$ cat src/rtl/pipe_pkg.sv
// -----------------------------------------------------------------------------
// pipe_pkg
// Shared types and constants for the elastic pipeline stage registers.
//   pipe_state_t     : occupancy of a stage register (EMPTY / ONE / TWO beats)
//   PIPE_PERF_W      : width of the optional performance counters
//   if_id_payload_t  : packed IF/ID boundary payload {instr, pc, pc4}
//   id_ex_payload_t  : packed ID/EX boundary payload
//   pipe_state()     : occupancy derived from the main/skid valid bits
// -----------------------------------------------------------------------------
package pipe_pkg;

    typedef enum logic [1:0] {
        PS_EMPTY,
        PS_ONE,
        PS_TWO
    } pipe_state_t;

    localparam int unsigned PIPE_PERF_W = 32;

    typedef struct packed {
        logic [31:0] instr;
        logic [31:0] pc;
        logic [31:0] pc4;
    } if_id_payload_t;

    localparam int unsigned IF_ID_W = $bits(if_id_payload_t);

    typedef struct packed {
        logic [31:0] pc;
        logic [31:0] rs1_val;
        logic [31:0] rs2_val;
        logic [31:0] imm;
        logic [4:0]  rd;
    } id_ex_payload_t;

    localparam int unsigned ID_EX_W = $bits(id_ex_payload_t);

    // A skid entry without a main entry never occurs; it is folded into TWO
    // here and caught by the assertion in the stage register.
    function automatic pipe_state_t pipe_state(input logic main_v, input logic skid_v);
        if (!main_v && !skid_v) begin
            return PS_EMPTY;
        end else if (!skid_v) begin
            return PS_ONE;
        end else begin
            return PS_TWO;
        end
    endfunction

endpackage

$ cat src/rtl/pipe_perf_counter.sv
// -----------------------------------------------------------------------------
// pipe_perf_counter
// Saturating event counter; adds inc_i every cycle and sticks at all-ones.
//   clk     : clock
//   reset   : asynchronous, active-high reset (count returns to 0)
//   inc_i   : amount to add this cycle
//   count_o : current count
// -----------------------------------------------------------------------------
module pipe_perf_counter
    import pipe_pkg::*;
#(
    parameter int unsigned W     = PIPE_PERF_W,
    parameter int unsigned INC_W = 2
) (
    input  logic             clk,
    input  logic             reset,
    input  logic [INC_W-1:0] inc_i,
    output logic [W-1:0]     count_o
);

    logic [W:0]   sum;
    logic [W-1:0] count_q;
    logic [W-1:0] count_d;

    // NOTE: combinational blocks assign every output up front, so no path
    // leaves a signal unassigned and no latch is inferred.
    always_comb begin
        sum     = {1'b0, count_q} + {{(W + 1 - INC_W){1'b0}}, inc_i};
        count_d = sum[W] ? '1 : sum[W-1:0];
    end

    // NOTE: state flops use non-blocking assignments so every register samples
    // the pre-edge values regardless of block ordering.
    always_ff @(posedge clk or posedge reset) begin
        if (reset) begin
            count_q <= '0;
        end else begin
            count_q <= count_d;
        end
    end

    assign count_o = count_q;

endmodule

$ cat src/rtl/pipe_stage_reg.sv
// -----------------------------------------------------------------------------
// pipe_stage_reg
// Elastic valid/ready pipeline register with a 2-entry skid buffer, one per
// stage boundary. in_ready comes straight from a flop, so no ready path is
// combinational. Flush kills held and incoming beats at the next edge.
// Optional feature macro: PIPE_STAGE_PERF_EN (adds stall_cnt / flush_cnt).
//   clk       : clock
//   reset     : asynchronous, active-high reset
//   flush     : synchronous kill of all held and incoming beats
//   in_valid  : upstream beat valid
//   in_ready  : stage can accept a beat (registered)
//   in_data   : upstream payload
//   out_valid : downstream beat valid
//   out_ready : downstream accepts
//   out_data  : downstream payload ('0 during bubbles when BUBBLE_ZERO=1)
//   stall_cnt : cycles with out_valid & !out_ready   (PIPE_STAGE_PERF_EN)
//   flush_cnt : valid beats discarded by flush       (PIPE_STAGE_PERF_EN)
// -----------------------------------------------------------------------------
module pipe_stage_reg
    import pipe_pkg::*;
#(
    parameter int unsigned WIDTH       = 96,
    parameter bit          BUBBLE_ZERO = 1'b1
) (
    input  logic                   clk,
    input  logic                   reset,
    input  logic                   flush,
    input  logic                   in_valid,
    output logic                   in_ready,
    input  logic [WIDTH-1:0]       in_data,
    output logic                   out_valid,
    input  logic                   out_ready,
    output logic [WIDTH-1:0]       out_data
`ifdef PIPE_STAGE_PERF_EN
    ,
    output logic [PIPE_PERF_W-1:0] stall_cnt,
    output logic [PIPE_PERF_W-1:0] flush_cnt
`endif
);

    logic             main_v_q, main_v_d;
    logic             skid_v_q, skid_v_d;
    logic [WIDTH-1:0] main_data_q, main_data_d;
    logic [WIDTH-1:0] skid_data_q, skid_data_d;
    logic             in_ready_q, in_ready_d;

    pipe_state_t      state;
    logic             in_fire;
    logic             out_fire;

    assign state    = pipe_state(main_v_q, skid_v_q);
    assign in_fire  = in_valid & in_ready_q;
    assign out_fire = main_v_q & out_ready;

    always_comb begin
        main_v_d    = main_v_q;
        skid_v_d    = skid_v_q;
        main_data_d = main_data_q;
        skid_data_d = skid_data_q;

        if (flush) begin
            // Data registers are left alone; only the beats are killed.
            main_v_d = 1'b0;
            skid_v_d = 1'b0;
        end else begin
            case (state)
                PS_EMPTY: begin
                    if (in_fire) begin
                        main_v_d    = 1'b1;
                        main_data_d = in_data;
                    end
                end
                PS_ONE: begin
                    if (in_fire && out_fire) begin
                        main_data_d = in_data;
                    end else if (in_fire) begin
                        skid_v_d    = 1'b1;
                        skid_data_d = in_data;
                    end else if (out_fire) begin
                        main_v_d = 1'b0;
                    end
                end
                PS_TWO: begin
                    // in_ready is low here, so only the drain case exists.
                    if (out_fire) begin
                        skid_v_d    = 1'b0;
                        main_data_d = skid_data_q;
                    end
                end
                default: ;
            endcase
        end

        // Registered copy of !skid_v so in_ready leaves the block from a flop.
        in_ready_d = ~skid_v_d;
    end

    // NOTE: the payload registers are reset along with the valid bits so that
    // out_data is a defined '0 after reset even with BUBBLE_ZERO=0.
    always_ff @(posedge clk or posedge reset) begin
        if (reset) begin
            main_v_q    <= 1'b0;
            skid_v_q    <= 1'b0;
            main_data_q <= '0;
            skid_data_q <= '0;
            in_ready_q  <= 1'b1;
        end else begin
            main_v_q    <= main_v_d;
            skid_v_q    <= skid_v_d;
            main_data_q <= main_data_d;
            skid_data_q <= skid_data_d;
            in_ready_q  <= in_ready_d;
        end
    end

    assign in_ready  = in_ready_q;
    assign out_valid = main_v_q;

    generate
        if (BUBBLE_ZERO) begin : g_bubble_zero
            assign out_data = main_v_q ? main_data_q : '0;
        end else begin : g_bubble_raw
            assign out_data = main_data_q;
        end
    endgenerate

`ifdef PIPE_STAGE_PERF_EN
    logic [1:0] stall_inc;
    logic [1:0] flush_inc;

    assign stall_inc = {1'b0, main_v_q & ~out_ready};
    assign flush_inc = flush ? ({1'b0, main_v_q} + {1'b0, skid_v_q} + {1'b0, in_fire}) : 2'd0;

    pipe_perf_counter #(
        .W     (PIPE_PERF_W),
        .INC_W (2)
    ) u_stall_cnt (
        .clk     (clk),
        .reset   (reset),
        .inc_i   (stall_inc),
        .count_o (stall_cnt)
    );

    pipe_perf_counter #(
        .W     (PIPE_PERF_W),
        .INC_W (2)
    ) u_flush_cnt (
        .clk     (clk),
        .reset   (reset),
        .inc_i   (flush_inc),
        .count_o (flush_cnt)
    );
`else
    // Performance counters are not built; the stage behaves identically.
`endif

    a_no_orphan_skid: assert property (@(posedge clk) disable iff (reset)
        !(skid_v_q && !main_v_q));

    a_ready_tracks_skid: assert property (@(posedge clk) disable iff (reset)
        in_ready_q == ~skid_v_q);

endmodule
$ cat config.mk
export PLATFORM = sky130hd
export DESIGN_NAME = pipe_stage_reg
export DESIGN_NICKNAME = d
export VERILOG_FILES = /design/src/rtl/pipe_pkg.sv /design/src/rtl/pipe_perf_counter.sv /design/src/rtl/pipe_stage_reg.sv
export SDC_FILE = /design/constraint.sdc
export NUM_CORES = 1
export LEC_CHECK = 0
export CAP_MARGIN = 20
export CORE_ASPECT_RATIO = 1.2
export CORE_MARGIN = 8
export CORE_UTILIZATION = 50
export CTS_CLUSTER_DIAMETER = 100
export DETAILED_ROUTE_END_ITERATION = 8
export MAX_ROUTING_LAYER = met4
export PLACE_DENSITY = 0.84
export SLEW_MARGIN = 20
export SYNTH_ARGS = -nofsm -noshare
export SYNTH_HDL_FRONTEND = slang
export SYNTH_HIERARCHICAL = 1
export SYNTH_SLANG_ARGS = --single-unit
$ cat constraint.sdc
create_clock -name clk -period 19.7 [get_ports clk]
set_clock_uncertainty 0.15 [all_clocks]
set_input_delay 2.955 -clock clk [delete_from_list [all_inputs] [get_ports clk]]
set_output_delay 2.955 -clock clk [all_outputs]
set_load 0.05 [all_outputs]
==> results.txt <==
----------------------------------------------------
[Status]
  Outcome ... finished, final reports clean

[Clocking]
  Clock buffers created by TritonCTS ... 17
  Number of cells upsized or downsized after cts ... 0
  Clock tree from TritonCTS ... done
  Clock insertion delay at the later pin of the skew report ... 0.43 ns
  Register clock-pin slew on the reported worst setup and hold paths ... 0.07 ns
  Hold-fix buffer count after cts ... 0
  Root buffer cell ... sky130_fd_sc_hd__clkbuf_16
  Number of H-tree levels ... 4
  Clock Tree Buf Depth ... 2
  Number of clock sinks ... 195
  Number of buffers inserted to repair setup after CTS ... 0

[Timing]
  TNS Setup ... 0 ns
  Setup violation total in the final timing report ... 0
  Setup repair after global routing missed its margin ... false
  Final slew viol count ... 0
  Final setup slack of the worst path ... 13.78 ns
  Worst slew pin tran ... 1.09 ns
  Hold violation total from the final report ... 0
  Final period util ... 30.1%
  Highest clock rate ... 169 MHz
  Worst slew margin ... 27.5%
  Post-route minimum period ... 5.92 ns

[Detailed routing]
  Residual DRC ... 0
  ANT nets after route ... 0
  Final WL ... 21100 µm
  First-iteration detailed-routing DRC count ... 290
  Routed len/inst ... 20.1 µm
  Overall via count from detail_route ... 5647
  Length of the first detailed-routing pass in iterations ... 6
  Routed vias/inst ... 5.37

[Cells and area]
  NumNets Final ... 917
  Most frequent standard cell in the layout excluding fill and tap cells ... sky130_fd_sc_hd__mux2_2
  Synthesis-to-layout area growth ... 29.0%
  Antenna diode instance count ... 0
  Fillcell total ... 1307
  Final core utilization ... 65.6%
  Layout cells sized above 1 ... 37.4%
  Layout Cells excl Fill ... 1052
  Most frequent cells in the layout ... 228 x sky130_fd_sc_hd__mux2_2, 198 x sky130_fd_sc_hd__clkdlybuf4s50_1, 192 x sky130_fd_sc_hd__dfrtp_1

[Worst setup path]
  Category of the worst setup path capture point ... output port
  Type of the worst setup path ... flop to output port
  Maximum fanout count along the critical path ... 73
  Data required time of the worst path ... 16.60 ns
  Endpoint arrival time on the critical path ... 2.82 ns
  Kind of launch point of the worst setup path ... flop
  Worst setup slack for register-to-register paths ... 16.07 ns

[Hold path]
  Classification of the worst-slack hold path ... flop to flop

[Yosys]
  Mapped Nets ... 736
  Share of synthesized area occupied by flip-flops and latches ... 52.8%
  Syn Std Cell Area ... 9240 µm²
  Yosys synthesis warning count ... 6
  Number of distinct library cells after synthesis ... 21
  Gate count of the mapped netlist ... 635
  Avg Synthesized Cell Area ... 14.5 µm²
  Number of register bits inferred by synthesis ... 195

[Floorplan]
  Io pins ... 199
  Area of the die ... 23100 µm²
  Initial Util ... 50.8%
  Floorplan row count ... 54
  Core footprint ... 18200 µm²
  Die Width ... 140 µm
  Height of the die ... 165 µm

[Power and ir drop]
  Power per standard cell area ... 109 nW/µm²
  Static power due to leakage ... 5.11 nW
  Highest ir drop seen on vdd ... 0.0631 mV
  Final Power ... 1.30 mW

[GRT]
  Total routing resource utilization after global routing ... 19.3%
  Vias in the first global route ... 6510
  Wire length of the first global-routing pass ... 34400 µm
  Antenna violations before repair ... 0
  Total congestion overflow ... 0
  Largest net degree at the start of global routing ... 120

[Place]
  Detailed placement HPWL ... 14400 µm
  PortBufs ... 198
  Weighted congestion reported at the end of routability-driven placement ... 0.790
  Worst slack after detailed placement ... 13.76 ns
  Placed cells ... 1021

[Job]
  # Max-Cap Violations ... 0

----------------------------------------------------
[critical path, stage by stage (launching register included)]
cell and delay, ns:
sky130_fd_sc_hd__dfrtp_2 0.63, sky130_fd_sc_hd__buf_4 0.57, sky130_fd_sc_hd__and2_1 0.27, sky130_fd_sc_hd__clkdlybuf4s50_1 0.82
[worst paths after layout]
path | cells after the start | start | end
min | 1 | main_data_q[1]$_DFFE_PP0P_ | main_data_q[1]$_DFFE_PP0P_
max | 3 | out_valid$_DFFE_PP0P_ | out_data[91]
min in group asynchronous | 2 | reset | out_valid$_DFFE_PP0P_
max in group asynchronous | 3 | reset | main_data_q[2]$_DFFE_PP0P_
min reg2reg | 1 | main_data_q[1]$_DFFE_PP0P_ | main_data_q[1]$_DFFE_PP0P_
max reg2reg | 6 | out_valid$_DFFE_PP0P_ | main_data_q[44]$_DFFE_PP0P_
[kinds of logic after synthesis]
kind of cell,synth area share (%)
multiplexers,36.7
flip-flops,52.8
AND/OR/NAND/NOR,7.13
buffers and inverters,2.75
AO/OA/AOI/OAI,0.542
[synth_stat cells]
master | instances | area, µm²
sky130_fd_sc_hd__clkbuf_1 | 18 | 67.6
sky130_fd_sc_hd__buf_2 | 14 | 70.1
sky130_fd_sc_hd__buf_6 | 8 | 90.1
sky130_fd_sc_hd__nand2b_1 | 1 | 6.26
sky130_fd_sc_hd__and2_1 | 96 | 601
sky130_fd_sc_hd__inv_1 | 3 | 11.3
sky130_fd_sc_hd__dfstp_2 | 1 | 26.3
sky130_fd_sc_hd__mux2_1 | 20 | 225
sky130_fd_sc_hd__nor4b_4 | 1 | 23.8
sky130_fd_sc_hd__buf_4 | 2 | 15.0
sky130_fd_sc_hd__or2_1 | 1 | 6.26
sky130_fd_sc_hd__a2bb2oi_1 | 1 | 8.76
sky130_fd_sc_hd__a31oi_1 | 1 | 6.26
sky130_fd_sc_hd__mux2_4 | 40 | 601
sky130_fd_sc_hd__mux2_2 | 228 | 2570
sky130_fd_sc_hd__a221oi_4 | 1 | 26.3
sky130_fd_sc_hd__nor2_1 | 1 | 3.75
sky130_fd_sc_hd__nand2_1 | 2 | 7.51
sky130_fd_sc_hd__nand3_2 | 1 | 10.0
sky130_fd_sc_hd__a211o_1 | 1 | 8.76
sky130_fd_sc_hd__dfrtp_1 | 194 | 4850
[per-stage QoR]
step	cell area, µm²	hold slack (ns)
6_report	11900	0.333
5_1_grt	11900	0.362
4_1_cts	11900	0.337
3_5_place_dp	11300	0.320
3_3_place_gp	11300	0.312
2_1_floorplan	9240	0.299
[cell type report]
class / count / area, µm² / share of cell area, %
clock inverter: 11 / 150 / 1.26
clock buffer: 20 / 447 / 3.75
sequential: 195 / 4890 / 41.0
multi-input combinational: 395 / 4110 / 34.5
tap: 224 / 280 / 2.35
timing repair buffer: 204 / 2030 / 17.0
inverter: 3 / 18.8 / 0.157
[sequential cells by signal (all words and copies together) (netlist names)]
| register | flops |
|---|---|
| out_valid | 1 |
| skid_data_q | 96 |
| main_data_q | 96 |
| in_ready | 1 |
| skid_v_q | 1 |
[per-layer routing]
layer | up-vias | global-route usage, % | share of wire (%)
met5 | - | - | 0
met4 | 0 | 8.30 | 2.7
met1 | 2905 | 20.8 | 40
met3 | 37 | 4.34 | 4.1
li1 | 2566 | - | -
met2 | 139 | 34.1 | 53
[where the power goes]
group | total [mW] | switching (mW) | leakage [nW] | internal (mW)
sequential | 0.587 | 0.0646 | 2.36 | 0.523
combinational | 0.359 | 0.168 | 2.46 | 0.191
clock | 0.353 | 0.150 | 0.287 | 0.203
total | 1.30 | 0.383 | 5.11 | 0.917
No activity file was read; power rests on OpenSTA's default activity.
